==> config.mk <==
export PLATFORM = sky130hd
export DESIGN_NAME = mem_arbiter
export DESIGN_NICKNAME = d
export VERILOG_FILES = /design/src/rtl/mem_arbiter_pkg.sv /design/src/rtl/mem_byte_pack.sv /design/src/rtl/mem_arbiter.sv
export SDC_FILE = /design/constraint.sdc
export NUM_CORES = 1
export LEC_CHECK = 0
export CAP_MARGIN = 20
export CORE_UTILIZATION = 45
export DETAILED_ROUTE_END_ITERATION = 6
export PLACE_DENSITY = 0.74
export SLEW_MARGIN = 25
export SYNTH_ARGS = -nofsm -noshare
export SYNTH_HDL_FRONTEND = slang
export SYNTH_HIERARCHICAL = 1
export SYNTH_SLANG_ARGS = --single-unit
==> constraint.sdc <==
create_clock -name clk_in -period 7.95 [get_ports clk_in]
set_clock_uncertainty 0.15 [all_clocks]
set_input_delay 1.9875 -clock clk_in [delete_from_list [all_inputs] [get_ports clk_in]]
set_output_delay 1.9875 -clock clk_in [all_outputs]
set_load 0.05 [all_outputs]
==> src/rtl/mem_arbiter_pkg.sv <==
// Shared encodings for the RAM bus arbiter: FSM states, access lengths and the
// length-to-byte-count helper.
package mem_arbiter_pkg;

  localparam logic [2:0] StIdle   = 3'd0;
  localparam logic [2:0] StIfRd   = 3'd1;
  localparam logic [2:0] StMemRd  = 3'd2;
  localparam logic [2:0] StMemWr  = 3'd3;
  localparam logic [2:0] StBubble = 3'd4;

  localparam logic [1:0] LenByte = 2'b00;
  localparam logic [1:0] LenHalf = 2'b01;
  localparam logic [1:0] LenWord = 2'b10;

  // The undefined encoding 2'b11 is treated as a word access.
  function automatic logic [2:0] len_to_count(input logic [1:0] len);
    logic [2:0] cnt;
    case (len)
      LenByte: cnt = 3'd1;
      LenHalf: cnt = 3'd2;
      default: cnt = 3'd4;
    endcase
    return cnt;
  endfunction

endpackage

==> src/rtl/mem_byte_pack.sv <==
// Byte-lane helper: selects the store byte for index idx_i and flags the read lane
// that index idx_i fills, both limited to the byte count of the access length.
module mem_byte_pack
  import mem_arbiter_pkg::*;
#(
  parameter int unsigned DATA_W = 32
) (
  input  logic [1:0]          len_i,
  input  logic [2:0]          idx_i,
  input  logic [DATA_W-1:0]   wdata_i,
  output logic [7:0]          wbyte_o,
  output logic [DATA_W/8-1:0] lane_en_o,
  output logic                last_o
);

  logic [2:0] count;

  assign count  = len_to_count(len_i);
  assign last_o = ((idx_i + 3'd1) == count);

  always_comb begin
    wbyte_o   = '0;
    lane_en_o = '0;
    for (int unsigned b = 0; b < DATA_W / 8; b++) begin
      if ((idx_i == 3'(b)) && (idx_i < count)) begin
        wbyte_o      = wdata_i[8*b +: 8];
        lane_en_o[b] = 1'b1;
      end
    end
  end

endmodule

==> src/rtl/mem_arbiter.sv <==
// Owner of the 8-bit RAM bus: serves IF word fetches and MEM loads/stores as byte
// sequences, reassembles little-endian, and returns a registered one-cycle done.
module mem_arbiter
  import mem_arbiter_pkg::*;
#(
  parameter int unsigned ADDR_W = 32,
  parameter int unsigned DATA_W = 32
) (
  input  logic              clk_in,
  input  logic              rst_in,
  input  logic              rdy_in,
  input  logic              flush_in,
  input  logic              if_req_i,
  input  logic [ADDR_W-1:0] if_addr_i,
  output logic              if_done_o,
  output logic [DATA_W-1:0] if_data_o,
  input  logic              mem_req_i,
  input  logic              mem_wr_i,
  input  logic [1:0]        mem_len_i,
  input  logic [ADDR_W-1:0] mem_addr_i,
  input  logic [DATA_W-1:0] mem_wdata_i,
  output logic              mem_done_o,
  output logic [DATA_W-1:0] mem_rdata_o,
  input  logic [7:0]        ram_din_i,
  output logic [7:0]        ram_dout_o,
  output logic [ADDR_W-1:0] ram_a_o,
  output logic              ram_wr_o
);

  localparam int unsigned NumBytes = DATA_W / 8;

  logic [2:0]        state_q, state_d;
  logic [ADDR_W-1:0] base_q, base_d;
  logic [1:0]        len_q, len_d;
  logic [2:0]        k_q, k_d;
  logic              pend_q, pend_d;
  logic              stall_q, stall_d;
  logic [DATA_W-1:0] wdata_q, wdata_d;
  logic [DATA_W-1:0] asm_q, asm_d;
  logic              if_done_q, if_done_d;
  logic              mem_done_q, mem_done_d;
  logic [DATA_W-1:0] if_data_q, if_data_d;
  logic [DATA_W-1:0] mem_rdata_q, mem_rdata_d;

  logic [7:0]          wbyte;
  logic [NumBytes-1:0] lane_en;
  logic                last_byte;
  logic [DATA_W-1:0]   asm_cap;
  logic [2:0]          a_idx;
  logic                ram_wr;

  mem_byte_pack #(
    .DATA_W (DATA_W)
  ) u_byte_pack (
    .len_i     (len_q),
    .idx_i     (k_q),
    .wdata_i   (wdata_q),
    .wbyte_o   (wbyte),
    .lane_en_o (lane_en),
    .last_o    (last_byte)
  );

  // Byte k_q arriving on ram_din_i merged into the assembly register.
  always_comb begin
    asm_cap = asm_q;
    for (int unsigned b = 0; b < NumBytes; b++) begin
      if (lane_en[b]) begin
        asm_cap[8*b +: 8] = ram_din_i;
      end
    end
  end

  always_comb begin
    state_d     = state_q;
    base_d      = base_q;
    len_d       = len_q;
    k_d         = k_q;
    pend_d      = pend_q;
    stall_d     = stall_q;
    wdata_d     = wdata_q;
    asm_d       = asm_q;
    if_done_d   = 1'b0;
    mem_done_d  = 1'b0;
    if_data_d   = if_data_q;
    mem_rdata_d = mem_rdata_q;
    ram_wr      = 1'b0;
    a_idx       = k_q;

    // While a read byte is in flight, the next address is already on the bus.
    if ((state_q == StIfRd || state_q == StMemRd) && pend_q) begin
      a_idx = k_q + 3'd1;
    end

    case (state_q)
      StIdle: begin
        if (rdy_in) begin
          if (mem_req_i) begin
            state_d = mem_wr_i ? StMemWr : StMemRd;
            base_d  = mem_addr_i;
            len_d   = mem_len_i;
            wdata_d = mem_wdata_i;
            k_d     = 3'd0;
            pend_d  = 1'b0;
            stall_d = 1'b0;
            asm_d   = '0;
          end else if (if_req_i && !flush_in) begin
            state_d = StIfRd;
            base_d  = if_addr_i;
            len_d   = LenWord;
            k_d     = 3'd0;
            pend_d  = 1'b0;
            stall_d = 1'b0;
            asm_d   = '0;
          end
        end
      end

      StIfRd, StMemRd: begin
        if (state_q == StIfRd && flush_in) begin
          state_d = StIdle;
          pend_d  = 1'b0;
        end else if (!rdy_in) begin
          pend_d = 1'b0;
        end else if (pend_q) begin
          asm_d = asm_cap;
          if (last_byte) begin
            state_d = StBubble;
            pend_d  = 1'b0;
            if (state_q == StIfRd) begin
              if_done_d = 1'b1;
              if_data_d = asm_cap;
            end else begin
              mem_done_d  = 1'b1;
              mem_rdata_d = asm_cap;
            end
          end else begin
            k_d = k_q + 3'd1;
          end
        end else begin
          pend_d = 1'b1;
        end
      end

      StMemWr: begin
        if (!rdy_in) begin
          stall_d = 1'b1;
        end else if (stall_q) begin
          // First cycle after a pause re-presents the address without writing.
          stall_d = 1'b0;
        end else begin
          ram_wr = 1'b1;
          if (last_byte) begin
            state_d    = StBubble;
            mem_done_d = 1'b1;
          end else begin
            k_d = k_q + 3'd1;
          end
        end
      end

      StBubble: begin
        if (rdy_in) begin
          state_d = StIdle;
        end
      end

      default: state_d = StIdle;
    endcase
  end

  always_ff @(posedge clk_in or negedge rst_in) begin
    if (!rst_in) begin
      state_q     <= StIdle;
      base_q      <= '0;
      len_q       <= LenByte;
      k_q         <= '0;
      pend_q      <= 1'b0;
      stall_q     <= 1'b0;
      wdata_q     <= '0;
      asm_q       <= '0;
      if_done_q   <= 1'b0;
      mem_done_q  <= 1'b0;
      if_data_q   <= '0;
      mem_rdata_q <= '0;
    end else begin
      state_q     <= state_d;
      base_q      <= base_d;
      len_q       <= len_d;
      k_q         <= k_d;
      pend_q      <= pend_d;
      stall_q     <= stall_d;
      wdata_q     <= wdata_d;
      asm_q       <= asm_d;
      if_done_q   <= if_done_d;
      mem_done_q  <= mem_done_d;
      if_data_q   <= if_data_d;
      mem_rdata_q <= mem_rdata_d;
    end
  end

  assign if_done_o   = if_done_q;
  assign mem_done_o  = mem_done_q;
  assign if_data_o   = if_data_q;
  assign mem_rdata_o = mem_rdata_q;
  assign ram_wr_o    = ram_wr;
  assign ram_dout_o  = (state_q == StMemWr) ? wbyte : 8'h00;
  assign ram_a_o     = base_q + ADDR_W'(a_idx);

endmodule
-- Yosys cells after proc, flatten, opt, wreduce, memory -nomap -nowiden
Index checks and enable logic that the tools add are counted.
- add/sub/neg operators: 2
- $lt $le $gt $ge: 1
- eq/ne operators: 19
- muxes and demuxes: 76
- bitwise operators: 2
- reductions and logical operators: 26
- operators by type and width (operator ; number):
    32-bit two-way mux ; 8
    8-bit two-way mux ; 9
    32-bit case mux with 2 select lines ; 1
    3-bit two-way mux ; 20
    32-bit by 3-bit adder with 32-bit output ; 1
    1-bit two-way mux ; 30
    6-bit AND reduction ; 3
    2-bit inequality test, second input constant ; 7
    3-bit by 2-bit == test with 1-bit output, second input constant ; 4
    3-bit case mux with 4 select lines ; 1
    3-bit AND reduction ; 4
    3-bit inequality test, second input constant ; 3
    3-bit case mux with 3 select lines ; 1
    8-bit AND reduction ; 1
    1-bit logical AND ; 7
    7-bit AND reduction ; 1
    3-bit by 1-bit == test with 1-bit output, second input constant ; 2
    3-bit zero test ; 2
    1-bit case mux with 2 select lines ; 3
    3-bit case mux with 2 select lines ; 1
    2-bit nonzero test ; 3
    2-bit two-way mux ; 2
    3-bit by 1-bit adder with 3-bit output, second input constant ; 1
    3-bit == test ; 1
    other kinds (9) ; 10
- bits in registers: 172
- input bits: 113
- output and inout port bits: 107

-- Depth between registers and ports, before layout
- word-level depth: 10
- depth in mapped cells: 12

-- By module
The synthesis kept the hierarchy.
- modules (own cells, without submodules) (module ; times used ; cells each ; area an instance (µm²) ; seq. area each (µm²)):
    mem_arbiter ; 1 ; 803 ; 8041.5 ; 4304.1
    mem_byte_pack ; 1 ; 74 ; 656.9 ; 0.0

-- Worst setup path after synthesis
No wires, ideal clock.
- kind: reg2out
- start: reg state_q[1]
- end: out ram_a_o[12]
- arrival time: 3.276 ns
- data required time: 5.812 ns
- setup slack: 2.536 ns
- cell stages (with the launch flop): 13
- path buffers: 2
- cells stage by stage: dfrtp_1 -> buf_4 -> xor2_1 -> and2_1 -> xor2_1 -> ha_1 -> inv_1 -> fa_1 -> nor2b_1 -> o21a_1 -> buf_1 -> nand4_1 -> xnor2_1
- word-level cells in the longest chain between the ends: 5
- elaborated cells on any way between the ends: 6
- classes of those cells: 1 x add/sub; 2 x eq/ne; 1 x mux; 2 x reduce/logical
- RTL lines (element ; line ; RTL):
    start, declared ; mem_arbiter.sv:32 ; logic [2:0] state_q, state_d;
    start signal, assigned ; mem_arbiter.sv:173 ; state_q <= StIdle;
    start signal, assigned ; mem_arbiter.sv:186 ; state_q <= state_d;
    3-bit by 1-bit == test with 1-bit output / 3-bit by 2-bit == test with 1-bit output (equally long branches) ; mem_arbiter.sv:90 ; if ((state_q == StIfRd || state_q == StMemRd) && pend_q) begin
    1-bit logical OR * ; mem_arbiter.sv:90 ;
    1-bit logical AND * ; mem_arbiter.sv:90 ;
    3-bit two-way mux * ; mem_arbiter.sv:90 ;
    32-bit by 3-bit adder with 32-bit output * ; mem_arbiter.sv:207 ; assign ram_a_o = base_q + ADDR_W'(a_idx);
    end, declared ; mem_arbiter.sv:26 ; output logic [ADDR_W-1:0] ram_a_o,
Mark *: on every way between the ends. The rest lies on a longest branch, timed or not.

-- Worst setup path in the final report
- start: reg state_q[1]
- end: out ram_a_o[20]
The elaborated chain is that of the path after synthesis.

==> results by group <==
Placement
  – Dpl cells: approximately 1.3k
  – I/O Buffers: between 200 and 250
  – Final Wtd Congestion: 0.8624
  – DP HPWL: 15,680 um

Clock tree
  – Worst skew pair latency: roughly 430 ps
  – CTS Buf Count: 17
  – Clk Tree Root Cell: clkbuf_16
  – Clock tree from TritonCTS: built
  – H-Tree Depth: 4
  – Sink Count: between 150 and 200
  – Post-cts resize count: 0
  – Clock Path Buffers: 2
  – Reg clk slew, reported paths: 70 ps
  – Cts-stage hold buffer count: 0
  – Number of post-CTS setup repair buffers: 0

GRT
  – Global-route usage over all layers: 0.2297
  – Met1 Usage GRT: 0.2933
  – Initial antenna violation count: 0
  – Routing usage on met2: 0.3854
  – Gr ovfl total: 0
  – Top Usage Layer GRT: met2
  – Pin count of the biggest net entering global routing: between 90 and 100
  – Vias in the first global route: 6,765
  – First-pass GRT wire length: between 30,000 and 40,000 um
  – Met3 usage: 0.05129

Routing
  – Post-route DRC: 0
  – Antenna-violating nets left: 0
  – Drt initial violations: 395
  – Via density per instance: 5.233
  – Final WL: 22,160 um
  – Wire length per cell: 16.65 um
  – First-pass DRT Iterations: 4
  – Via count: 6,965

Floorplanning
  – Core ar.: between 0.015 and 0.02 mm2
  – Starting density of the core: 0.4619
  – Die Width: 141.0 um
  – Die area: around 0.020 mm2
  – Chip height: 141.0 um
  – Num rows: 50
  – Ports: 220

STA
  – Tcrit/Tclk final: 0.8120
  – Slew of the pin with the lowest slew margin: 1033 ps
  – Fin. max-slew vios: 0
  – Final Hold Fails: 0
  – Min Tclk post-route: 6455 ps
  – Rel. slew slack: 0.3084
  – Unrepaired setup endpoints after global routing: false
  – Post-route setup TNS: 0 ps
  – Final setup viols: 0
  – Max Freq: 154.9 MHz

Setup path
  – Worst path bufs/invs: 2
  – Cell family with most CP delay: buffers and inverters
  – Critical path peak fanout: 14
  – Worst EP arrival: about 4300 ps
  – Crit. End Element: output port
  – Worst EP required: ~5800 ps
  – WS Path Type: reg -> out
  – Worst setup startpoint: state_q[1]
  – R2r endpoint: mem_rdata_o[16]
  – Crit-path cells: xor2_1 -> and2_1 -> xor2_1 -> ha_1 -> inv_1 -> fa_1 -> nor2b_1 -> o21a_1 -> nand4_1 -> xnor2_1 -> clkdlybuf4s50_1
  – Worst r2r src: k_q[2]
  – R2R setup slack: between 4000 and 5000 ps
  – Most common cell on crit path: xor2_1
  – Startpoint types: flip-flop
  – Worst reg2reg path depth: 9
  – Critical Path Slowest Stage Cell: clkdlybuf4s50_1
  – Max incr delay on CP: 840 ps

Power and ir drop
  – Worst vdd ir: 0.2162 mV
  – Power per standard cell area: 371.0 mW/mm2
  – Lkg Pwr: just over 5 nW

Hold path
  – Hold depth: 2
  – Hold_sp: wdata_q[18]
  – Hold Path Sink: wdata_q[18]
  – Worst Hold Class: reg -> reg

Run
  – Total of max-cap violations: 0

Layout
  – Final Util: 0.6122
  – Nets: 1,184
  – Area delta synth->final: 32.52%
  – # diodes: 0
  – Layout cell share with drive strength beyond 1: 0.07843
  – Fillers: around 1.6k
  – Final non-filler cell total: 1,331

Yosys
  – Netlist cell types: 59
  – Most used DFF post-synth: dfrtp_1
  – Yosys top cell area share: 0.4948
  – Async SR Flop Fraction: 1.000
  – Yosys top cell by area: dfrtp_1
  – Synth Cell Area: 0.008698 mm2
  – Mapped Nets: 1,003
  – Synth top area cells: dfrtp_1 49%, nand2_1 8.7%, mux2i_1 7.4%
  – Sequential area share after synthesis: 0.4948
  – Avg Cell Area, Syn: 9.918 um2
  – Synth Register Bits: 172
  – Top post-synthesis cells by count: 201 x nand2_1, 172 x dfrtp_1, 100 x o21ai_0
  – Number of synthesized flops with an enable pin: 0
  – Yosys warnings: 6
  – Most frequent cell after synthesis: nand2_1
  – Synth Instances: between 800 and 900

Outcome
  – Status: complete, no violations
area by class of cell:
class                   instances  area [um2]  area share
clock buffers                  19       442.9     0.03842
clock inverters                13       126.4     0.01096
inverters                      15       56.30    0.004884
multi-input cells             625        4016      0.3484
flip-flops and latches        172        4304      0.3734
well taps                     260       325.3     0.02822
repair buffers                227        2256      0.1957
through the flow:
| stage | cell area (um2) | hold slack [ps] | worst slack (ps) | power (mW) |
|---|---|---|---|---|
| 3_3_place_gp | 10930 | 298.8 | 1852 | 3.436 |
| 5_1_grt | 11530 | 351.4 | 1066 | 4.529 |
| 2_1_floorplan | 8698 | 286.9 | 2536 | 2.875 |
| 4_1_cts | 11510 | 325.2 | 1423 | 4.294 |
| 6_report | 11530 | 319.8 | 1495 | 4.277 |
| 3_5_place_dp | 10940 | 307.7 | 1820 | 3.475 |
flip-flops by register name, summed over array words and instances, names as in the netlist, 2 cells and up:
register / cells
state_q: 3
if_data_o: 32
asm_q: 32
wdata_q: 32
k_q: 3
mem_rdata_o: 32
base_q: 32
len_q: 2
kinds of logic (layout without fill, tap and decap cells):
logic type | count (synthesis) | in the layout | share of synthesized area
adders and majority gates | 13 | 13 | 0.01956
and+or+nand+nor | 324 | 324 | 0.1837
DFF | 172 | 172 | 0.4948
buffers and inverters | 80 | 274 | 0.04474
AOI/OAI and AO/OA | 188 | 188 | 0.1460
muxes | 67 | 67 | 0.07796
xor gates and xnor gates | 33 | 33 | 0.03323
worst reg2reg max path: cells and delay by family (launching register included):
kind                     cells  cell delay, ps
AND/OR/NAND/NOR              4            1490
AO/OA/AOI/OAI                2             140
flip-flops                   1             670
adder cells (fa/ha/maj)      1             320
buffers and inverters        2             590
metal layers:
metal / vias to the layer above / wire [um]
met5: - / 0
met3: 32 / 1027
li1: 3390 / -
met2: 168 / 10810
met4: 0 / 503
met1: 3375 / 9812
placed cells by master (no fill, tap or decap), drive strengths merged, types with 3 or more instances in the layout:
master / n
or2b: 7
nand3: 14
nor3b: 6
ha: 12
xor2: 3
a22o: 34
a21oi: 12
clkdlybuf4s50: 217
mux2i: 64
clkbuf: 19
nand4: 21
and3: 8
nor2b: 10
nand2b: 4
o21ai: 108
nand2: 202
nor2: 12
dfrtp: 172
nor3: 11
a22oi: 8
xnor2: 30
o211ai: 5
mux2: 3
and2: 20
inv: 24
and4: 5
a221o: 8
buf: 10
how the worst max path moves through the flow:
stage,endpoint,cells past startpoint
2_1_floorplan,ram_a_o[12],12
3_3_place_gp,ram_wr_o,4
3_5_place_dp,ram_wr_o,4
4_1_cts,ram_a_o[31],9
5_1_grt,ram_a_o[26],11
6_report,ram_a_o[20],11
report_power, final:
part	switching [mW]	internal, mW
clock	0.384	0.424
sequential	0.249	1.14
combinational	1.28	0.799
No activity file was read; power rests on OpenSTA's default activity.
